$ cat src/rtl/keypad_pkg.sv
// keypad_pkg: key codes, matrix-to-code map and debounce FSM states
// shared by keypad_2bcd and keypad_debounce.
package keypad_pkg;

   localparam logic [3:0] KEY_OP_A  = 4'hA;
   localparam logic [3:0] KEY_OP_B  = 4'hB;
   localparam logic [3:0] KEY_OP_C  = 4'hC;
   localparam logic [3:0] KEY_OP_D  = 4'hD;
   localparam logic [3:0] KEY_CLEAR = 4'hE;
   localparam logic [3:0] KEY_ENTER = 4'hF;

   // Indexed by position col*4+row.
   // col0: 1 4 7 E, col1: 2 5 8 0, col2: 3 6 9 F, col3: A B C D
   localparam logic [15:0][3:0] KEY_MAP = {
      KEY_OP_D, KEY_OP_C, KEY_OP_B, KEY_OP_A,
      KEY_ENTER, 4'h9, 4'h6, 4'h3,
      4'h0, 4'h8, 4'h5, 4'h2,
      KEY_CLEAR, 4'h7, 4'h4, 4'h1
   };

   typedef enum logic [1:0] {
      ST_IDLE     = 2'd0,
      ST_DEBOUNCE = 2'd1,
      ST_PRESSED  = 2'd2
   } kp_state_t;

   function automatic logic is_digit(input logic [3:0] code);
      return code <= 4'h9;
   endfunction

endpackage

$ cat src/rtl/keypad_debounce.sv
// keypad_debounce: per-scan candidate comparison and IDLE/DEBOUNCE/PRESSED
// FSM. accept is a combinational pulse on the scan_done cycle that
// completes the debounce; the top registers the resulting event.
module keypad_debounce
   import keypad_pkg::*;
#(
   parameter int DEBOUNCE_SCANS = 4
) (
   input  logic       clk,
   input  logic       resetn,
   input  logic       scan_done,
   input  logic       cand_vld,
   input  logic [3:0] cand_pos,
   output logic       accept,
   output logic [3:0] acc_pos
);

   localparam int CW = $clog2(DEBOUNCE_SCANS + 1);
   localparam logic [CW-1:0] DS_C = CW'(DEBOUNCE_SCANS);

   kp_state_t     state, state_n;
   logic [CW-1:0] cnt, cnt_n;
   logic [CW-1:0] rel_cnt, rel_cnt_n;
   logic [3:0]    prev_pos, prev_pos_n;

   // state and counter registers
   always_ff @(posedge clk or negedge resetn) begin
      if (!resetn) begin
         state    <= ST_IDLE;
         cnt      <= '0;
         rel_cnt  <= '0;
         prev_pos <= '0;
      end else begin
         state    <= state_n;
         cnt      <= cnt_n;
         rel_cnt  <= rel_cnt_n;
         prev_pos <= prev_pos_n;
      end
   end

   // next state: only evaluated at the end of a full scan
   always_comb begin
      state_n    = state;
      cnt_n      = cnt;
      rel_cnt_n  = rel_cnt;
      prev_pos_n = prev_pos;
      accept     = 1'b0;
      acc_pos    = cand_pos;
      if (scan_done) begin
         case (state)
            ST_IDLE: begin
               if (cand_vld) begin
                  if (DEBOUNCE_SCANS == 1) begin
                     accept    = 1'b1;
                     state_n   = ST_PRESSED;
                     rel_cnt_n = '0;
                  end else begin
                     state_n    = ST_DEBOUNCE;
                     cnt_n      = CW'(1);
                     prev_pos_n = cand_pos;
                  end
               end
            end
            ST_DEBOUNCE: begin
               if (!cand_vld) begin
                  state_n = ST_IDLE;
                  cnt_n   = '0;
               end else if (cand_pos == prev_pos) begin
                  if (cnt + 1'b1 == DS_C) begin
                     accept    = 1'b1;
                     state_n   = ST_PRESSED;
                     cnt_n     = '0;
                     rel_cnt_n = '0;
                  end else begin
                     cnt_n = cnt + 1'b1;
                  end
               end else begin
                  cnt_n      = CW'(1);
                  prev_pos_n = cand_pos;
               end
            end
            ST_PRESSED: begin
               if (!cand_vld) begin
                  if (rel_cnt + 1'b1 == DS_C) begin
                     state_n   = ST_IDLE;
                     rel_cnt_n = '0;
                  end else begin
                     rel_cnt_n = rel_cnt + 1'b1;
                  end
               end else begin
                  rel_cnt_n = '0;
               end
            end
            default: begin
               state_n = ST_IDLE;
               cnt_n   = '0;
               rel_cnt_n = '0;
            end
         endcase
      end
   end

endmodule

$ cat src/rtl/keypad_2bcd.sv
// keypad_2bcd: 4x4 keypad scanner with debounce and 4-digit packed-BCD
// entry register. Define KEYPAD_ENTRY_LOCK_EN to stop digit entry once
// the register is full (digit 3 non-zero) instead of shifting digit 3 out.
module keypad_2bcd
   import keypad_pkg::*;
#(
   parameter int SCAN_DIV       = 1000,
   parameter int DEBOUNCE_SCANS = 4
) (
   input  logic        clk,
   input  logic        resetn,
   input  logic        en,
   output logic [3:0]  col_n,
   input  logic [3:0]  row_n,
   output logic [15:0] out_4bcd,
   output logic [3:0]  key_code,
   output logic        key_valid
);

   localparam int DW = $clog2(SCAN_DIV);
   localparam logic [DW-1:0] DIV_LAST = DW'(SCAN_DIV - 1);

   logic [3:0]    row_s1, row_s2;
   logic [DW-1:0] div_cnt;
   logic [1:0]    col;
   logic          hit_vld;
   logic [3:0]    hit_pos;
   logic          slot_end, scan_done;
   logic [3:0]    row_hit;
   logic          cur_any;
   logic [1:0]    cur_row;
   logic          cand_vld;
   logic [3:0]    cand_pos;
   logic          accept;
   logic [3:0]    acc_pos;
   logic [3:0]    acc_code;

   assign col_n     = ~(4'b0001 << col);
   assign slot_end  = en && (div_cnt == DIV_LAST);
   assign scan_done = slot_end && (col == 2'd3);
   assign row_hit   = ~row_s2;
   assign cur_any   = |row_hit;
   assign cand_vld  = hit_vld | cur_any;
   assign cand_pos  = hit_vld ? hit_pos : {col, cur_row};
   assign acc_code  = KEY_MAP[acc_pos];

   // two-flop synchronizer on the asynchronous row inputs
   always_ff @(posedge clk or negedge resetn) begin
      if (!resetn) begin
         row_s1 <= 4'hF;
         row_s2 <= 4'hF;
      end else begin
         row_s1 <= row_n;
         row_s2 <= row_s1;
      end
   end

   // lowest pressed row in the current column
   always_comb begin
      cur_row = 2'd0;
      for (int r = 3; r >= 0; r--)
         if (row_hit[r]) cur_row = 2'(r);
   end

   // column slot divider and column counter; both freeze while en is low
   always_ff @(posedge clk or negedge resetn) begin
      if (!resetn) begin
         div_cnt <= '0;
         col     <= 2'd0;
      end else if (slot_end) begin
         div_cnt <= '0;
         col     <= col + 2'd1;
      end else if (en) begin
         div_cnt <= div_cnt + 1'b1;
      end
   end

   // keep the first (lowest index) hit of the scan; columns go 0..3 so
   // the first column with a hit already holds the lowest position
   always_ff @(posedge clk or negedge resetn) begin
      if (!resetn) begin
         hit_vld <= 1'b0;
         hit_pos <= '0;
      end else if (scan_done) begin
         hit_vld <= 1'b0;
      end else if (slot_end && !hit_vld && cur_any) begin
         hit_vld <= 1'b1;
         hit_pos <= {col, cur_row};
      end
   end

   keypad_debounce #(
      .DEBOUNCE_SCANS(DEBOUNCE_SCANS)
   ) u_debounce (
      .clk       (clk),
      .resetn    (resetn),
      .scan_done (scan_done),
      .cand_vld  (cand_vld),
      .cand_pos  (cand_pos),
      .accept    (accept),
      .acc_pos   (acc_pos)
   );

   // key event and entry register update on an accepted key
   always_ff @(posedge clk or negedge resetn) begin
      if (!resetn) begin
         key_valid <= 1'b0;
         key_code  <= '0;
         out_4bcd  <= '0;
      end else begin
         key_valid <= accept;
         if (accept) begin
            key_code <= acc_code;
            if (acc_code == KEY_CLEAR) begin
               out_4bcd <= '0;
            end else if (is_digit(acc_code)) begin
`ifdef KEYPAD_ENTRY_LOCK_EN
               if (out_4bcd[15:12] == 4'h0)
                  out_4bcd <= {out_4bcd[11:0], acc_code};
`else
               out_4bcd <= {out_4bcd[11:0], acc_code};
`endif
            end
         end
      end
   end

endmodule

$ cat config.mk
export PLATFORM = sky130hd
export DESIGN_NAME = keypad_2bcd
export DESIGN_NICKNAME = d
export VERILOG_FILES = /design/src/rtl/keypad_pkg.sv /design/src/rtl/keypad_debounce.sv /design/src/rtl/keypad_2bcd.sv
export SDC_FILE = /design/constraint.sdc
export NUM_CORES = 1
export LEC_CHECK = 0
export ABC_AREA = 0
export CAP_MARGIN = 10
export CELL_PAD_IN_SITES_DETAIL_PLACEMENT = 1
export CELL_PAD_IN_SITES_GLOBAL_PLACEMENT = 1
export CORE_MARGIN = 4
export CORE_UTILIZATION = 35
export CTS_CLUSTER_DIAMETER = 50
export CTS_CLUSTER_SIZE = 16
export DETAILED_ROUTE_END_ITERATION = 10
export GPL_TIMING_DRIVEN = 0
export PLACE_DENSITY_LB_ADDON = 0.1
export SKIP_LAST_GASP = 1
export SLEW_MARGIN = 20
export SYNTH_ARGS = -nofsm -noshare
export SYNTH_HDL_FRONTEND = slang
export SYNTH_SLANG_ARGS = --single-unit
$ cat constraint.sdc
create_clock -name clk -period 3 [get_ports clk]
set_clock_uncertainty 0.05 [all_clocks]
set_input_delay 0.3 -clock clk [delete_from_list [all_inputs] [get_ports clk]]
set_output_delay 0.3 -clock clk [all_outputs]
set_load 0.05 [all_outputs]
==> run metrics <==
worst hold path depth=0; mean post-synth cell area=9.78 sq um; reg2reg path depth=8; Cell Chain, Critical Path=mux2i_4 > xor2_1 > o21ai_1 > or4_4 > buf_6 > or2_1 > buf_6 > mux2_4; Crit path largest cell delay=between 0.5 and 0.6 ns; total number of vias=2275; Worst-path clk slew=roughly 0.080 ns; Tcrit/Tclk final=between 90% and 100%; Final GP Congestion=roughly 0.75; Primary FF master, synth=dfrtp_1; global-route wire length before repair=approximately 12000 um; final setup margin=between 0.2 and 0.3 ns; worst endpoint data arrival time=~2.9 ns; DR DRC count=0; 1st-iter DRT viols=between 80 and 90; dominant cell type by area after synthesis=dfrtp_1; CP Launch Type=flop; Synth warnings=0; Final Critical Period=roughly 2.7 ns; vias in the first global route=around 2400; post-CTS setup buffer count=0; Hold/Removal Path Class=reg2reg; Pins Over Slew Limit=0; initial core utilization=36.1%; Area Growth Syn to Fin=21.9%; Sink Count=58; Clock Tree Buf Depth=2; status=complete, no violations; layout cell share with drive strength beyond 1=a little under an eighth; Rows=33; GRT overflow=0; Hold WS=around 0.31 ns; GRT Util Overall=15.0%; CP Capture Type=flop; Post-CTS Resized=0; PD cells=~470 nW/um^2; top post-synthesis cells by count=50 x dfrtp_1, 37 x nand2_1, 24 x nor2_1, 22 x inv_1, 22 x o21ai_0; Detailed Route WL=6620 um; Post-Synthesis Cells=303; Port Buffer Count=31; crit-path max FO=10; slew margin rel.=roughly half; worst slew pin tran=about 0.76 ns; n_diodes=0; boundary pin count=32; CTS buffer count=9; net count after synthesis=320; FFs w/ async S/R, synth=100%; Critical Path RT=3.19 ns; maxcap violations=0; final hold vios=0; most frequent cell after synthesis=dfrtp_1; Die Span Y=100 um; pre-CTS setup slack=-0.0807 ns; placed wire-length estimate=4950 um; WL/cell=between 10 and 15 um; top cell type's share of synthesized area=between 40% and 50%; post-synthesis cell type count=49; Clk Latency, worst-skew pair=0.35 ns; DIE WIDTH=approximately 100 um; CTS root buf=clkbuf_8; number of routed nets with antenna violations=0; # nets final=~360; Synth area leaders=dfrtp_1 42%, dfstp_2 7.1%, nand2_1 4.7%, ha_1 4.2%, o21ai_0 3.7%; Peak Freq=368 MHz; post-synthesis sequential area ratio=about half; Lkg Pwr=1.67 nW; Worst Path Class, Setup=reg2reg; Synth Register Bits=58; floorplan core area=8220 sq um; final setup violation count=0; unrepaired setup endpoints after global routing=no; CTS tree=done; Slowest cell on crit path=or4_4; synthesized area=~3000 sq um; largest net degree at the start of global routing=34; DR pass1 iterations=4; VDD IR max=0.404 mV; CP delay by family, top=simple AND/OR/NAND/NOR gates; EDFF count, synth=0; register area=1460 sq um; via/cell ratio=roughly 5.0; R2R setup slack=0.28 ns; crit path buf inv count=2; filler cell count=about 960; Die ar.=around 10000 sq um; Multi-input gate area=around 1300 sq um; cell mode on critical path=buf_6; hold buffers post-CTS=1; critical path depth=8; H-tree depth=3; initial antenna violation count=0; Final Total Pwr=approximately 1.7 mW
==> cell type report <==
type | instances | area share [%]
flip-flops and latches | 58 | 40.5
plain buffers | 11 | 2.11
inverters | 22 | 2.29
multi-input cells | 212 | 37.2
repair buffers | 33 | 9.36
clock inverters | 6 | 1.14
clock buffers | 10 | 3.81
well taps | 105 | 3.64
==> logic make-up after synthesis <==
family | count (synthesis) | synth area share, %
and+or+nand+nor | 106 | 17.7
muxes | 17 | 6.55
adders and majority gates | 10 | 4.22
AOI/OAI and AO/OA | 65 | 12.7
DFF | 58 | 49.3
buffers and inverters | 33 | 5.36
xor gates and xnor gates | 14 | 4.14
==> cell usage in the layout, fill, tap and decap left out, drive strengths merged, types with 2 or more instances in the layout <==
cell            n
xor2            6
nand3          11
clkdlybuf4s50  30
nor2           24
nand2b          4
and4            4
dfstp           8
dfrtp          50
o31ai           3
o22ai           2
clkinv          2
clkbuf         16
a31oi           2
a21o            2
xnor2           8
a21boi          2
nand2          37
clkinvlp        3
and2            3
mux2i          11
buf             7
ha             10
o21ai          32
and3            4
or3             3
nand4           5
o211ai          2
inv            23
nor3            4
mux2            6
a21oi          14
==> sequential cells by signal (all words and copies together) (netlist names) <==
signal               flops
col                      2
key_valid                1
u_debounce.cnt           3
u_debounce.rel_cnt       3
row_s1                   4
u_debounce.state         2
div_cnt                 10
u_debounce.prev_pos      4
hit_pos                  4
hit_vld                  1
row_s2                   4
key_code                 4
out_4bcd                16
==> where the power goes <==
part	internal [mW]	leakage, nW	switching, mW	total (mW)
Clock	0.321	0.0847	0.331	0.652
Sequential	0.838	0.688	0.0627	0.901
Combinational	0.0696	0.901	0.0704	0.140
Total	1.23	1.67	0.464	1.69
==> path summary, 6_finish.rpt <==
check / from / to
setup / recovery: hit_vld$_DFFE_PN0P_ / out_4bcd[0]$_DFFE_PN0P_
hold / removal: row_s1[3]$_DFF_PN1_ / row_s2[3]$_DFF_PN1_
setup reg to reg: hit_vld$_DFFE_PN0P_ / out_4bcd[0]$_DFFE_PN0P_
hold reg to reg: row_s1[3]$_DFF_PN1_ / row_s2[3]$_DFF_PN1_
max in group asynchronous: resetn / row_s2[1]$_DFF_PN1_
min in group asynchronous: resetn / u_debounce.rel_cnt[0]$_DFFE_PN0P_
==> metrics by stage <==
step	TNS [ns]	utilization [%]	std cells	instance area, sq um
floorplan	0	-	303	2960
global placement	-22.58	41.4	439	3400
detailed placement	-0.472	41.6	440	3420
CTS	0	43.9	457	3610
global route	0	43.9	457	3610
finish	0	43.9	457	3610
==> layer usage <==
layer  routed length [um]  track usage [%]  part of all wire (%)  up-vias
met5                    0                0                     0        -
met4                   82             4.04                   1.2        0
met3                  230             4.31                   3.5       10
met2                 3000             22.7                    45       24
met1                 3310             21.2                    50     1110
li1                     -                -                     -     1131
==> worst register-to-register path, stage by stage (launching register included) <==
cell and delay [ns]:
dfrtp_1 0.48, mux2i_4 0.41, xor2_1 0.19, o21ai_1 0.15
or4_4 0.54, buf_6 0.16, or2_1 0.22, buf_6 0.14
mux2_4 0.29
(Power assumes the default switching activity.)
